--- src/rtl/kernel_scheduler.sv ---
// kernel_scheduler: round-robin job scheduler that feeds one shared kernel and returns its result to the owner.
// Ports:
//   clk, rst_n               clock, asynchronous active-low reset
//   req, req_data            per-requester job pending level and operand slices
//   grant                    one-hot pulse in the first RUN cycle of an accepted job
//   resp_valid, resp_data    one-hot result pulse to the owner, with result data
//   resp_err                 set with resp_valid when the job timed out
//   busy                     high whenever the scheduler is not idle
//   k_in_data, k_in_valid    operand and valid driven to the kernel for the whole job
//   k_out_data, k_out_valid  kernel result and result-valid level
module kernel_scheduler #(
    parameter int N_REQ   = 4,
    parameter int DATA_W  = 16,
    parameter int TIMEOUT = 32
) (
    input  logic                    clk,
    input  logic                    rst_n,
    input  logic [N_REQ-1:0]        req,
    input  logic [N_REQ*DATA_W-1:0] req_data,
    output logic [N_REQ-1:0]        grant,
    output logic [N_REQ-1:0]        resp_valid,
    output logic [DATA_W-1:0]       resp_data,
    output logic                    resp_err,
    output logic                    busy,
    output logic [DATA_W-1:0]       k_in_data,
    output logic                    k_in_valid,
    input  logic [DATA_W-1:0]       k_out_data,
    input  logic                    k_out_valid
);
    localparam int IW = $clog2(N_REQ);
    localparam int CW = $clog2(TIMEOUT);

    typedef enum logic [1:0] {IDLE, RUN, DRAIN} state_t;

    state_t              state_q;
    logic [IW-1:0]       last_q, owner_q, owner_d;
    logic [CW-1:0]       cnt_q;
    logic [DATA_W-1:0]   op_d, k_in_data_q, resp_data_q;
    logic [N_REQ-1:0]    grant_q, resp_valid_q;
    logic                resp_err_q, k_in_valid_q;

    // Fully unrolled round-robin search: k is the distance past last_q, and the
    // descending k order lets the nearest pending requester overwrite farther ones.
    always_comb begin
        owner_d = last_q;
        op_d    = '0;
        for (int k = N_REQ - 1; k >= 0; k--)
            for (int c = 0; c < N_REQ; c++)
                if (last_q == IW'(c) && req[(c + 1 + k) % N_REQ])
                    owner_d = IW'((c + 1 + k) % N_REQ);
        for (int c = 0; c < N_REQ; c++)
            if (owner_d == IW'(c))
                op_d = req_data[c*DATA_W +: DATA_W];
    end

    always_ff @(posedge clk or negedge rst_n) begin
        if (!rst_n) begin
            state_q      <= IDLE;
            last_q       <= IW'(N_REQ - 1);
            owner_q      <= '0;
            cnt_q        <= '0;
            grant_q      <= '0;
            resp_valid_q <= '0;
            resp_err_q   <= 1'b0;
            resp_data_q  <= '0;
            k_in_valid_q <= 1'b0;
            k_in_data_q  <= '0;
        end else begin
            grant_q      <= '0;
            resp_valid_q <= '0;
            resp_err_q   <= 1'b0;
            case (state_q)
                IDLE: begin
                    // A kernel still presenting a stale result blocks acceptance.
                    if (|req && !k_out_valid) begin
                        owner_q          <= owner_d;
                        last_q           <= owner_d;
                        k_in_data_q      <= op_d;
                        k_in_valid_q     <= 1'b1;
                        cnt_q            <= '0;
                        grant_q[owner_d] <= 1'b1;
                        state_q          <= RUN;
                    end
                end
                RUN: begin
                    if (k_out_valid || cnt_q == CW'(TIMEOUT - 1)) begin
                        resp_valid_q[owner_q] <= 1'b1;
                        resp_err_q            <= !k_out_valid;
                        resp_data_q           <= k_out_valid ? k_out_data : '0;
                        k_in_valid_q          <= 1'b0;
                        state_q               <= DRAIN;
                    end else begin
                        cnt_q <= cnt_q + 1'b1;
                    end
                end
                DRAIN: state_q <= k_out_valid ? DRAIN : IDLE;
                default: state_q <= IDLE;
            endcase
        end
    end

    assign grant      = grant_q;
    assign resp_valid = resp_valid_q;
    assign resp_data  = resp_data_q;
    assign resp_err   = resp_err_q;
    assign busy       = state_q != IDLE;
    assign k_in_data  = k_in_data_q;
    assign k_in_valid = k_in_valid_q;
endmodule
--- config.mk ---
export PLATFORM = sky130hd
export DESIGN_NAME = kernel_scheduler
export DESIGN_NICKNAME = d
export VERILOG_FILES = /design/src/rtl/kernel_scheduler.sv
export SDC_FILE = /design/constraint.sdc
export NUM_CORES = 1
export LEC_CHECK = 0
export BUFFER_PORTS_ARGS = -buffer_cell sky130_fd_sc_hd__buf_2
export CAP_MARGIN = 10
export CORE_MARGIN = 5
export CORE_UTILIZATION = 45
export DETAILED_ROUTE_END_ITERATION = 7
export GPL_ROUTABILITY_DRIVEN = 0
export PLACE_DENSITY = 0.89
export SYNTH_ARGS = -nofsm -noshare
export SYNTH_HDL_FRONTEND = slang
export SYNTH_SLANG_ARGS = --single-unit
--- constraint.sdc ---
create_clock -name clk -period 2.7 [get_ports clk]
set_input_delay 0.135 -clock clk [delete_from_list [all_inputs] [get_ports clk]]
set_output_delay 0.135 -clock clk [all_outputs]
set_load 0.02 [all_outputs]
# --- Word-level counts from Yosys, hierarchy flattened ---
# Index checks and enable logic that the tools add are counted.
# W data, S select, Z words.
totals:
  latchBits: 0
  reg_bits: 53
  mem_bits_ro: 0
  ramBits: 0
  output_inout_bits: 43
  memories: 0
classes:
  shift: 0
  n_bitwise: 0
  n_mul: 0
  n_reduce_logical: 32
  mux: 41
  eq_ne: 12
  add_sub_neg: 1
  magnitude_cmp: 4
  n_div: 0
op_table:
  columns: ["operator", "count"]
  rows:
  - ["$mux W16", 5]
  - ["$mux W2", 19]
  - ["$logic_and A1 B1 Y1", 19]
  - ["$mux W4", 4]
  - ["$eq A2 B2 Y1 const B", 5]
  - ["$mux W5", 2]
  - ["$pmux W5 S2", 1]
  - ["$eq A2 B1 Y1 const B", 3]
  - ["$logic_not A2 Y1", 3]
  - ["$lt A2 B3 Y1 const B", 2]
  - ["$mux W1", 6]
  - ["$ne A2 B2 Y1 const B", 3]
  - ["$pmux W2 S3", 1]
  - ["$reduce_and A2 Y1", 3]
  - ["$reduce_and A3 Y1", 2]
  - ["$add A5 B1 Y5 const B", 1]
  - ["$eq A5 B5 Y1 const B", 1]
  - ["$demux W1 S2", 2]
  - ["$ge A2 B1 Y1 const B", 2]
  - ["$reduce_bool A2 Y1", 2]
  - ["$reduce_or A4 Y1", 1]
  - ["$pmux W1 S2", 1]
  - ["$logic_not A1 Y1", 1]
  - ["$logic_or A1 B1 Y1", 1]

# --- Logic depth before layout (Yosys ltp) ---
# Gate-level depths: netlist of run 1.
depth:
  word_depth: 24
  ltp_mapped: 9
  depth_no_buf: 9

# --- Least setup slack after synthesis of run 1 ---
# No wires, ideal clock.
synth_path:
  path_kind: "flip-flop to flip-flop"
  startpoint: "reg last_q[0]"
  endpoint: "reg k_in_data_q[7] (netlist: k_in_data[7])"
  t_required_ps: 2574
  slack_ps: 682
  path_stages_with_launch: 7
  path_buffers: 1
  t_arrival_ps: 1892
  path_cell_list: "dfstp_2 > nand2b_1 > o21ai_1 > a221oi_1 > buf_4 > mux2_2 > a221o_1"
synth_via:
  elab_chain_len: 23
  elab_cells_between_ends: 44
  cone_classes: "eq/ne (6); mux (20); reduce/logical (18)"
synth_lines:
  columns: ["element", "line", "rtl"]
  rows:
  - ["from (decl)", "36", "logic [IW-1:0] last_q, owner_q, owner_d;"]
  - ["from (signal assigned)", "59", "last_q <= IW'(N_REQ - 1);"]
  - ["from (signal assigned)", "77", "last_q <= owner_d;"]
  - ["$logic_not A2 Y1", "49", "if (last_q == IW'(c) && req[(c + 1 + k) % N_REQ])"]
  - ["$logic_and A1 B1 Y1", "49", null]
  - ["$mux W2 (15 in series)", "49", null]
  - ["$mux W2 (*)", "49", null]
  - ["$logic_not A2 Y1", "52", "if (owner_d == IW'(c))"]
  - ["$mux W16 (3 in series)", "52", null]
  - ["$mux W16 (*)", "52", null]
  - ["to (signal assigned)", "78", "k_in_data_q <= op_d;"]
  - ["to (decl)", "38", "logic [DATA_W-1:0] op_d, k_in_data_q, resp_data_q;"]
# Mark *: on every way between the ends. The rest lies on a longest branch, timed or not.
# A chain may end at the register's enable or synchronous reset.

# --- Worst setup path in the final report of run 1 ---
layout_path:
  startpoint: "reg last_q[0]"
  endpoint: "reg k_in_data_q[0] (netlist: k_in_data[0])"
# Same word-level chain as after synthesis.

==> run summary, run 1 <==
Hold Slack -> 36.1 ps
Sum Neg Setup Slack -> 0 ps
Placed Cells -> 397
Die ar. -> 0.00725 mm2
max frequency -> 426 MHz
max cap viols -> 0
Seq. cell area -> 0.00133 mm2
Iter 0 DRT Violations -> 59
top cells by area, synth -> dfrtp_1 50%, a22o_1 12%, a221o_1 6.3%, mux2_2 4.0%, mux2_1 3.1%
fin util -> 60.6%
IO buf count -> 129
Synth Area in Adders -> 0.984%
Setup Skew -> 6.31 ps
DRC viols -> 0
area occupied by multi-input gates -> 0.00111 mm2
Routed Antenna Nets -> 0
dpl hpwl -> 5090 um
Syn. warnings -> 0
Fin. Hold Viols -> 0
status -> completed
FP Rows -> 27
commonest non-fill, non-tap cell in the layout -> buf_2
fin nets -> 422
GRT Util Overall -> 19.1%
Routed wire per std cell -> 16.6 um
number of I/O pins -> 130
Die Wd -> 85.2 um
via count -> 2214
CTS Root Cell -> clkbuf_8
final setup fails -> 0
FFs w/ async S/R, synth -> 100%
Synth-to-Final Area Change -> 31.3%
Reg clk slew, reported paths -> 100 ps
post-synthesis compound-gate area fraction -> 22.7%
Core ar. -> 0.00551 mm2
synthesized net count -> 293
TritonCTS clock tree -> yes
WP data arrival -> 2550 ps
post-synthesis simple-gate area fraction -> 11.4%
Pwr Density -> 1090 mW/mm2
Worst slew margin -> 56.3%
clk buf depth -> 2
Worst-Skew Late Latency -> 310 ps
HP Class -> in2reg
crit-path max FO -> 8
Post-synth EDFFs -> 0
final period utilization -> 86.9%
critical path launch point type -> flop
cell taking the most area after synthesis -> dfrtp_1
synthesized cell area -> 0.00254 mm2
Synth Flop Type -> dfrtp_1
router iterations before antenna repair -> 5
TritonCTS sink count -> 53
worst setup path class -> reg2reg
Unique masters post-synth -> 44
first-pass GRT wire length -> 11100 um
remaining global-route overflow -> 0
#FFs+latches synth -> 53
antenna cells -> 0
DRT Wirelength -> 6740 um
Worst Path Required -> 2900 ps
Seq/Total Area, Yosys -> 52.3%
Die Y -> 85.2 um
post-synthesis mux area share -> 7.09%
count of mapped cells out of synthesis -> 204
antenna violations before repair -> 0
Final Max Slew Viols -> 0
largest net degree at the start of global routing -> 33
Starting Density -> 46.2%
main combinational cell family by area after synthesis -> compound AO/OA/AOI/OAI gates
crit end category -> flop
leakage -> 0.00174 uW
Layout Cells excl Fill -> 406
most frequent cells in the layout -> 129 x buf_2, 51 x dfrtp_1, 34 x a22o_1
total power -> 3630 uW
share of layout cells above drive strength 1 -> 50.0%
Worst-Margin Slew -> 656 ps
# fillers -> 448
top-area cell type share of the netlist area -> 50.2%
minimum clock period -> 2350 ps
xor and xnor area share after synthesis -> 0.689%
RSZ-0062 raised after global routing -> false
vias per cell -> 5.45
vias in the first global route -> 2293
syn avg cell area -> 12.5 um2
total CTS buffers -> 5
peak supply drop -> 501 uV
depth of the CTS H-tree -> 2
## cells in the mapped netlist (2+ instances only)
master	count
and3_1	2
buf_6	3
nand2b_1	5
dfrtp_1	51
a22o_1	34
nor3_4	2
inv_1	4
nor3_1	3
nand2_1	7
nor2_1	15
o21ai_1	3
mux2_1	7
a21oi_1	4
xor2_1	2
ha_1	2
nor3b_1	2
a221o_1	16
buf_2	3
a21o_1	2
clkbuf_1	3
dfstp_2	2
buf_4	2
mux2_2	9
## registers in the layout, summed over array words and instances (netlist names), 2 cells and up
register    flops
cnt_q           5
last_q          2
owner_q         2
resp_valid      4
resp_data      16
grant           4
state_q         2
k_in_data      16
## logic make-up after synthesis
group / Yosys count
DFF: 53
AOI/OAI and AO/OA: 66
adders and majority gates: 2
and+or+nand+nor: 47
muxes: 16
xor gates and xnor gates: 2
buffers and inverters: 18
## final timing paths
kind,end,from,slack [ps],cells after the start
hold reg to reg,k_in_valid,k_in_valid,490,2
setup reg to reg,k_in_data[0],last_q[0],350,6
max in group asynchronous,owner_q[0],rst_n,1600,3
setup / recovery,k_in_data[0],last_q[0],350,6
hold / removal,resp_data[8],k_out_data[8],40,2
min in group asynchronous,cnt_q[4],rst_n,310,2
## where the power goes
group	total (uW)	switching (uW)	internal (uW)
logic	1820	1000	814
clock network	478	284	194
registers	1340	209	1130
## repair_timing
item                                   4_1_cts  5_1_grt
hold buffers                                 1        0
buffers inserted                             0        0
gates resized for setup                      0        0
endpoints found under the hold margin       19        0
## worst max-delay path, stage by stage (launching register included)
cell,delay [ps]
dfstp_2,620
nand2b_1,160
o21ai_1,110
a221oi_4,420
buf_4,260
mux2_1,340
a221o_1,320
## metrics by stage
| step | worst slack (ps) | area, um2 |
|---|---|---|
| 2_1_floorplan | 682 | 2540 |
| 3_3_place_gp | 459 | 3230 |
| 3_5_place_dp | 361 | 3230 |
| 4_1_cts | 357 | 3340 |
| 5_1_grt | 241 | 3340 |
| 6_report | 353 | 3340 |
## area by class of cell
class / count / area share (%)
multi-input combinational: 133 / 33.2
tap: 72 / 2.70
clock buffer: 5 / 2.06
clock inverter: 3 / 0.862
inverter: 4 / 0.450
sequential: 53 / 39.8
timing repair buffer: 136 / 21.0
## per-layer routing
metal	share of wire (%)	global-route usage (%)	vias to the layer above
li1	-	-	1035
met1	40	24.5	1062
met2	50	31.3	109
met3	8.7	4.76	8
met4	1.4	6.62	0
met5	0	0	-
No activity file was read; power rests on OpenSTA's default activity.
==> run 2: changes to the inputs <==
==> constraint.sdc (replaced) <==
create_clock -name clk -period 2.7 [get_ports clk]
set_input_delay 0.675 -clock clk [delete_from_list [all_inputs] [get_ports clk]]
set_output_delay 0.675 -clock clk [all_outputs]
set_load 0.02 [all_outputs]
==> run 2 against run 1 <==
Against the previous run: wire length rose by 0.36%; sequential power is essentially flat; sequential share of layout area increased by 0.30 points; flip-flop and latch count stayed put; clock skew increased by 3.3 ps; worst setup slack better by 100 ps; count of clock-buffer cells in the layout unchanged; die area did not move; critical path depth is the same; cell area decreased by 0.75%; largest power group unchanged.
==> run summary, run 2 (same netlist as run 1, synthesis figures left out) <==
met2 wire len -> 3460 um (+2.5%)
number of buffers and inverters on the critical path -> 1 (unchanged)
Starting Density -> 46.2% (unchanged)
CTS Root Cell -> clkbuf_8
Setup Skew -> 9.57 ps (+3.26 ps)
max frequency -> 445 MHz (+4.5%)
worst setup path class -> reg2reg
number of I/O pins -> 130 (unchanged)
FP Rows -> 27 (unchanged)
Die Y -> 85.2 um (unchanged)
vias per cell -> 5.39 (-1.2%)
DRC viols -> 0 (unchanged)
Cell Int Power -> 2120 uW (-0.68%)
Hold Slack -> 304 ps (+268 ps)
max cap viols -> 0 (unchanged)
Seq pwr share -> 37.4% (+0.6 points)
post-cts hold buffer count -> 0 (-1)
Worst-Skew Late Latency -> 310 ps (about the same)
Worst-Margin Slew -> 1080 ps (+424 ps)
Routed wire per std cell -> 16.8 um (+1.1%)
clock power share -> 13.1% (about the same)
RSZ-0062 raised after global routing -> false
Post-CTS Setup Inserts -> 0 (unchanged)
final period utilization -> 83.2% (-3.8 points)
minimum clock period -> 2250 ps (-101 ps)
antenna cells -> 0 (unchanged)
Worst Path Required -> 2890 ps (about the same)
post-cts sizing count -> 0 (unchanged)
vias in the first global route -> 2319 (+1.1%)
first-pass GRT wire length -> 11200 um (+0.31%)
commonest non-fill, non-tap cell in the layout -> buf_2
Synth-to-Final Area Change -> 30.4%
depth of the CTS H-tree -> 2 (unchanged)
M1 WL -> 2740 um (+2.2%)
remaining global-route overflow -> 0 (unchanged)
crit end category -> flop
crit-path max FO -> 17 (+9)
fin nets -> 419 (-0.71%)
Worst slew margin -> 27.7% (-29 points)
leakage -> 0.00173 uW (-0.87%)
switching share of power -> 41.3% (+0.096 points)
antenna violations before repair -> 0 (unchanged)
most frequent cells in the layout -> 129 x buf_2, 51 x dfrtp_1, 34 x a22o_1
Die Wd -> 85.2 um (unchanged)
Core ar. -> 0.00551 mm2 (unchanged)
Pwr Density -> 1090 mW/mm2 (+0.23%)
via count -> 2172 (-1.9%)
fin util -> 60.2% (-0.45 points)
largest net degree at the start of global routing -> 23 (-30%)
Sum Neg Setup Slack -> 0 ps (unchanged)
Final Max Slew Viols -> 0 (unchanged)
CP max stage delay -> 630 ps (about the same)
critical path's slowest cell -> dfstp_2
peak supply drop -> 494 uV (-1.5%)
Die ar. -> 0.00725 mm2 (unchanged)
TritonCTS clock tree -> yes
DRT Wirelength -> 6770 um (+0.36%)
TritonCTS sink count -> 53 (unchanged)
P_sw -> 1490 uW (-0.29%)
Routed Antenna Nets -> 0 (unchanged)
delay-heaviest family, CP -> compound AO/OA/AOI/OAI gates
WP data arrival -> 2430 ps (-120 ps)
# fillers -> 465 (+3.8%)
met3 WL -> 490 um (-17%)
status -> completed
dpl hpwl -> 5240 um (+2.9%)
CP Cell Sequence -> nand2b_1, o21ai_1, a221oi_4, buf_4, mux2_1, a221o_1
Fin. Hold Viols -> 0 (unchanged)
final setup fails -> 0 (unchanged)
Reg clk slew, reported paths -> 100 ps (about the same)
clk buf depth -> 2 (unchanged)
GRT Util Overall -> 19.1% (+0.025 points)
IO buf count -> 129 (unchanged)
Top Metal Used -> met4
Iter 0 DRT Violations -> 80 (+36%)
HP Class -> in2async
combinational power share -> 49.5% (-0.5 points)
critical path launch point type -> flop
router iterations before antenna repair -> 4 (-1)
total CTS buffers -> 5 (unchanged)
share of layout cells above drive strength 1 -> 49.8% (-0.15 points)
==> run 2: layer usage <==
metal / up-vias / GRT usage [%]
met5: - / 0
met4: 0 / 5.61
met3: 7 / 4.56
met2: 88 / 33.9
met1: 1050 / 22.8
li1: 1027 / -
==> run 2: path summary, 6_finish.rpt <==
check                           startpoint           end  slack [ps]  cells after the start
worst max-delay path             last_q[0]  k_in_data[6]         450                      6
worst min-delay path                 rst_n  resp_data[4]         300                      1
worst max register to register   last_q[0]  k_in_data[6]         450                      6
worst min register to register  k_in_valid    k_in_valid         490                      2
max in group asynchronous            rst_n     last_q[1]        1690                      2
min in group clk                k_in_valid    k_in_valid         490                      2
==> run 2: area by class of cell <==
| cell class | instances | area, um2 | share of cell area, % |
|---|---|---|---|
| timing repair buffer | 133 | 676 | 20.4 |
| multi-input combinational | 133 | 1110 | 33.4 |
| tap | 72 | 90.1 | 2.72 |
| clock inverter | 3 | 28.8 | 0.868 |
| sequential | 53 | 1330 | 40.1 |
| clock buffer | 5 | 68.8 | 2.08 |
| inverter | 4 | 15.0 | 0.453 |
==> run 2: stage by stage <==
step / power (uW) / cells / cell area, um2 / worst slack (ps)
CTS: 3650 / 403 / 3310 / 464
floorplan: 2620 / 204 / 2540 / 613
finish: 3610 / 403 / 3310 / 454
global route: 3860 / 403 / 3310 / 345
global placement: 3080 / 395 / 3220 / 365
detailed placement: 3160 / 395 / 3220 / 275
==> run 2: power groups by stage <==
| stage | clock, uW | sequential [uW] | combinational (uW) |
|---|---|---|---|
| global placement | 0 | 1340 | 1740 |
| floorplan | 0 | 1630 | 985 |
| finish | 473 | 1350 | 1790 |
| detailed placement | 0 | 1370 | 1800 |
| global route | 518 | 1400 | 1950 |
| CTS | 488 | 1350 | 1810 |
==> run 3: changes to the inputs <==
==> constraint.sdc (replaced) <==
create_clock -name clk -period 2.1 [get_ports clk]
set_input_delay 0.525 -clock clk [delete_from_list [all_inputs] [get_ports clk]]
set_output_delay 0.525 -clock clk [all_outputs]
set_load 0.02 [all_outputs]
==> run 3 against run 2 <==
Against the previous run: the flow now finishes with violations (setup timing); sequential share of layout area shrank 3.1 points; first-iteration DRC count grew 14%; combinational power grew 53%; clock power grew 30%; worst setup slack lost 470 ps; non-clock buffer count grew 17; fmax grew 6.2%; cell area grew 8.4%; hold slack lost 140 ps; critical path type unchanged; critical endpoint is now k_in_data[7]; largest power group unchanged; highest routed layer unchanged.
==> run summary, run 3 (same netlist as run 1, synthesis figures left out) <==
Setup Skew -> 4.29 ps (-5.28 ps)
Die ar. -> 0.00725 mm2 (unchanged)
Seq. cell area -> 0.00133 mm2 (unchanged)
CP max stage delay -> 570 ps (-60 ps)
Final Cell Area -> 0.00359 mm2 (+8.4%)
# fillers -> 429 (-7.7%)
Final WS setup -> -15.5 ps (-470 ps)
first-pass GRT wire length -> 11200 um (+0.24%)
commonest non-fill, non-tap cell in the layout -> buf_2
Starting Density -> 46.2% (unchanged)
DRC viols -> 0 (unchanged)
remaining global-route overflow -> 0 (unchanged)
IO buf count -> 129 (unchanged)
DRT Wirelength -> 7170 um (+5.9%)
share of layout cells above drive strength 1 -> 54.9% (+5.0 points)
most frequent cells in the layout -> 129 x buf_2, 51 x dfrtp_1, 34 x a22o_1
max frequency -> 473 MHz (+6.2%)
Hold Slack -> 166 ps (-138 ps)
vias in the first global route -> 2348 (+1.3%)
peak supply drop -> 695 uV (+41%)
antenna cells -> 0 (unchanged)
Placed Cells -> 407 (+3.0%)
crit end category -> flop
via count -> 2262 (+4.1%)
Core ar. -> 0.00551 mm2 (unchanged)
TritonCTS clock tree -> yes
Pwr Density -> 1400 mW/mm2 (+29%)
HP Class -> in2async
Reg clk slew, reported paths -> 100 ps (about the same)
Worst-Margin Slew -> 1030 ps (-49.4 ps)
Iter 0 DRT Violations -> 91 (+14%)
router iterations before antenna repair -> 4 (unchanged)
fin nets -> 436 (+4.1%)
area occupied by multi-input gates -> 0.00116 mm2 (+4.5%)
critical path launch point type -> flop
largest net degree at the start of global routing -> 35 (+52%)
dpl hpwl -> 5160 um (-1.6%)
Routed Antenna Nets -> 0 (unchanged)
post-cts hold buffer count -> 0 (unchanged)
Routed wire per std cell -> 17.1 um (+1.7%)
crit-path max FO -> 8 (-9)
status -> finished, violations left
Worst-Skew Late Latency -> 300 ps (about the same)
CTS Root Cell -> clkbuf_8
Synth-to-Final Area Change -> 41.3%
failing checks -> setup timing
Worst Path Required -> 2290 ps (-600 ps)
Layout Cells excl Fill -> 420 (+4.2%)
placed instance area -> 0.00336 mm2 (+4.4%)
clk buf depth -> 2 (unchanged)
Fin. Hold Viols -> 0 (unchanged)
critical path's slowest cell -> dfstp_2
minimum clock period -> 2120 ps (-130 ps)
final period utilization -> 101% (+18 points)
RSZ-0062 raised after global routing -> true
TritonCTS sink count -> 53 (unchanged)
GRT Util Overall -> 19.1% (about the same)
antenna violations before repair -> 0 (unchanged)
max cap viols -> 0 (unchanged)
met3 WL -> 513 um (+4.7%)
WP data arrival -> 2310 ps (-120 ps)
Worst slew margin -> 31.0% (+3.3 points)
worst setup path class -> reg2reg
Die Y -> 85.2 um (unchanged)
Die Wd -> 85.2 um (unchanged)
number of I/O pins -> 130 (unchanged)
FP Rows -> 27 (unchanged)
final setup fails -> 3 (+3)
Final Max Slew Viols -> 0 (unchanged)
M1 WL -> 2910 um (+5.9%)
met2 wire len -> 3670 um (+6.1%)
Top Metal Used -> met4
leakage -> 0.00190 uW (+9.9%)
CP Cell Sequence -> nand2b_4, o21ai_2, a221oi_4, buf_12, clkbuf_16, mux2_2, a221o_1
depth of the CTS H-tree -> 2 (unchanged)
vias per cell -> 5.39 (about the same)
total CTS buffers -> 5 (unchanged)
==> run 3: cell count changes in the layout (fill, tap and decap cells not counted), moves of 2 or more <==
cell / delta
clkbuf_16: +2
buf_4: +10
mux2_4: +10
mux2_2: -4
mux2_1: -6
buf_12: +5
==> run 3: routing by layer <==
metal | up-vias | track usage (%)
met5 | - | 0
met4 | 0 | 6.19
li1 | 1060 | -
met3 | 8 | 4.37
met2 | 95 | 32.3
met1 | 1099 | 24.0
==> run 3: metrics by stage <==
step / setup slack, ps / TNS, ps / total power [uW] / utilization (%)
floorplan: 81.6 / 0 / 3360 / -
global placement: -4.95 / -47.9 / 4090 / 61.0
detailed placement: -78.4 / -1090 / 4170 / 61.0
CTS: 3.37 / 0 / 4800 / 62.8
global route: -68.4 / -449 / 5360 / 65.2
finish: -15.5 / -41.5 / 5040 / 65.2
==> run 3: path summary, 6_finish.rpt <==
check / startpoint / to / slack [ps] / cells after the start
worst max-delay path: last_q[0] / k_in_data[7] / -20 / 7
worst min-delay path: rst_n / cnt_q[0] / 170 / 1
worst max register to register: last_q[0] / k_in_data[7] / -20 / 7
worst min register to register: k_in_valid / k_in_valid / 490 / 2
max in group asynchronous: rst_n / k_in_data[7] / 1390 / 2
min in group clk: k_out_data[8] / resp_data[8] / 430 / 2
==> run 3: report_power, final <==
part           switching [uW]  leakage (uW)  internal (uW)
Sequential                245      0.000668           1450
Clock                     342     0.0000518            274
Combinational            1410       0.00118           1320
Total                    2000       0.00190           3050
==> run 3: layout make-up <==
class,count,share of cell area [%]
multi-input cells,133,32.2
clock inverters,2,0.488
inverters,4,0.418
well taps,72,2.51
flip-flops and latches,53,37.0
clock buffers,6,2.30
repair buffers,150,25.1
==> run 3: repair_timing <==
| item | in CTS | in global routing |
|---|---|---|
| buffers inserted | 0 | 3 |
| gates resized for setup | 0 | 14 |
| endpoints found under the setup margin | 0 | 17 |
==> run 3: critical path: cells and delay by family, from the launching register on <==
kind	cells	cell delay [ps]
flops	1	570
compound gates	3	660
simple gates	1	140
buf+inv	2	310
mux	1	330
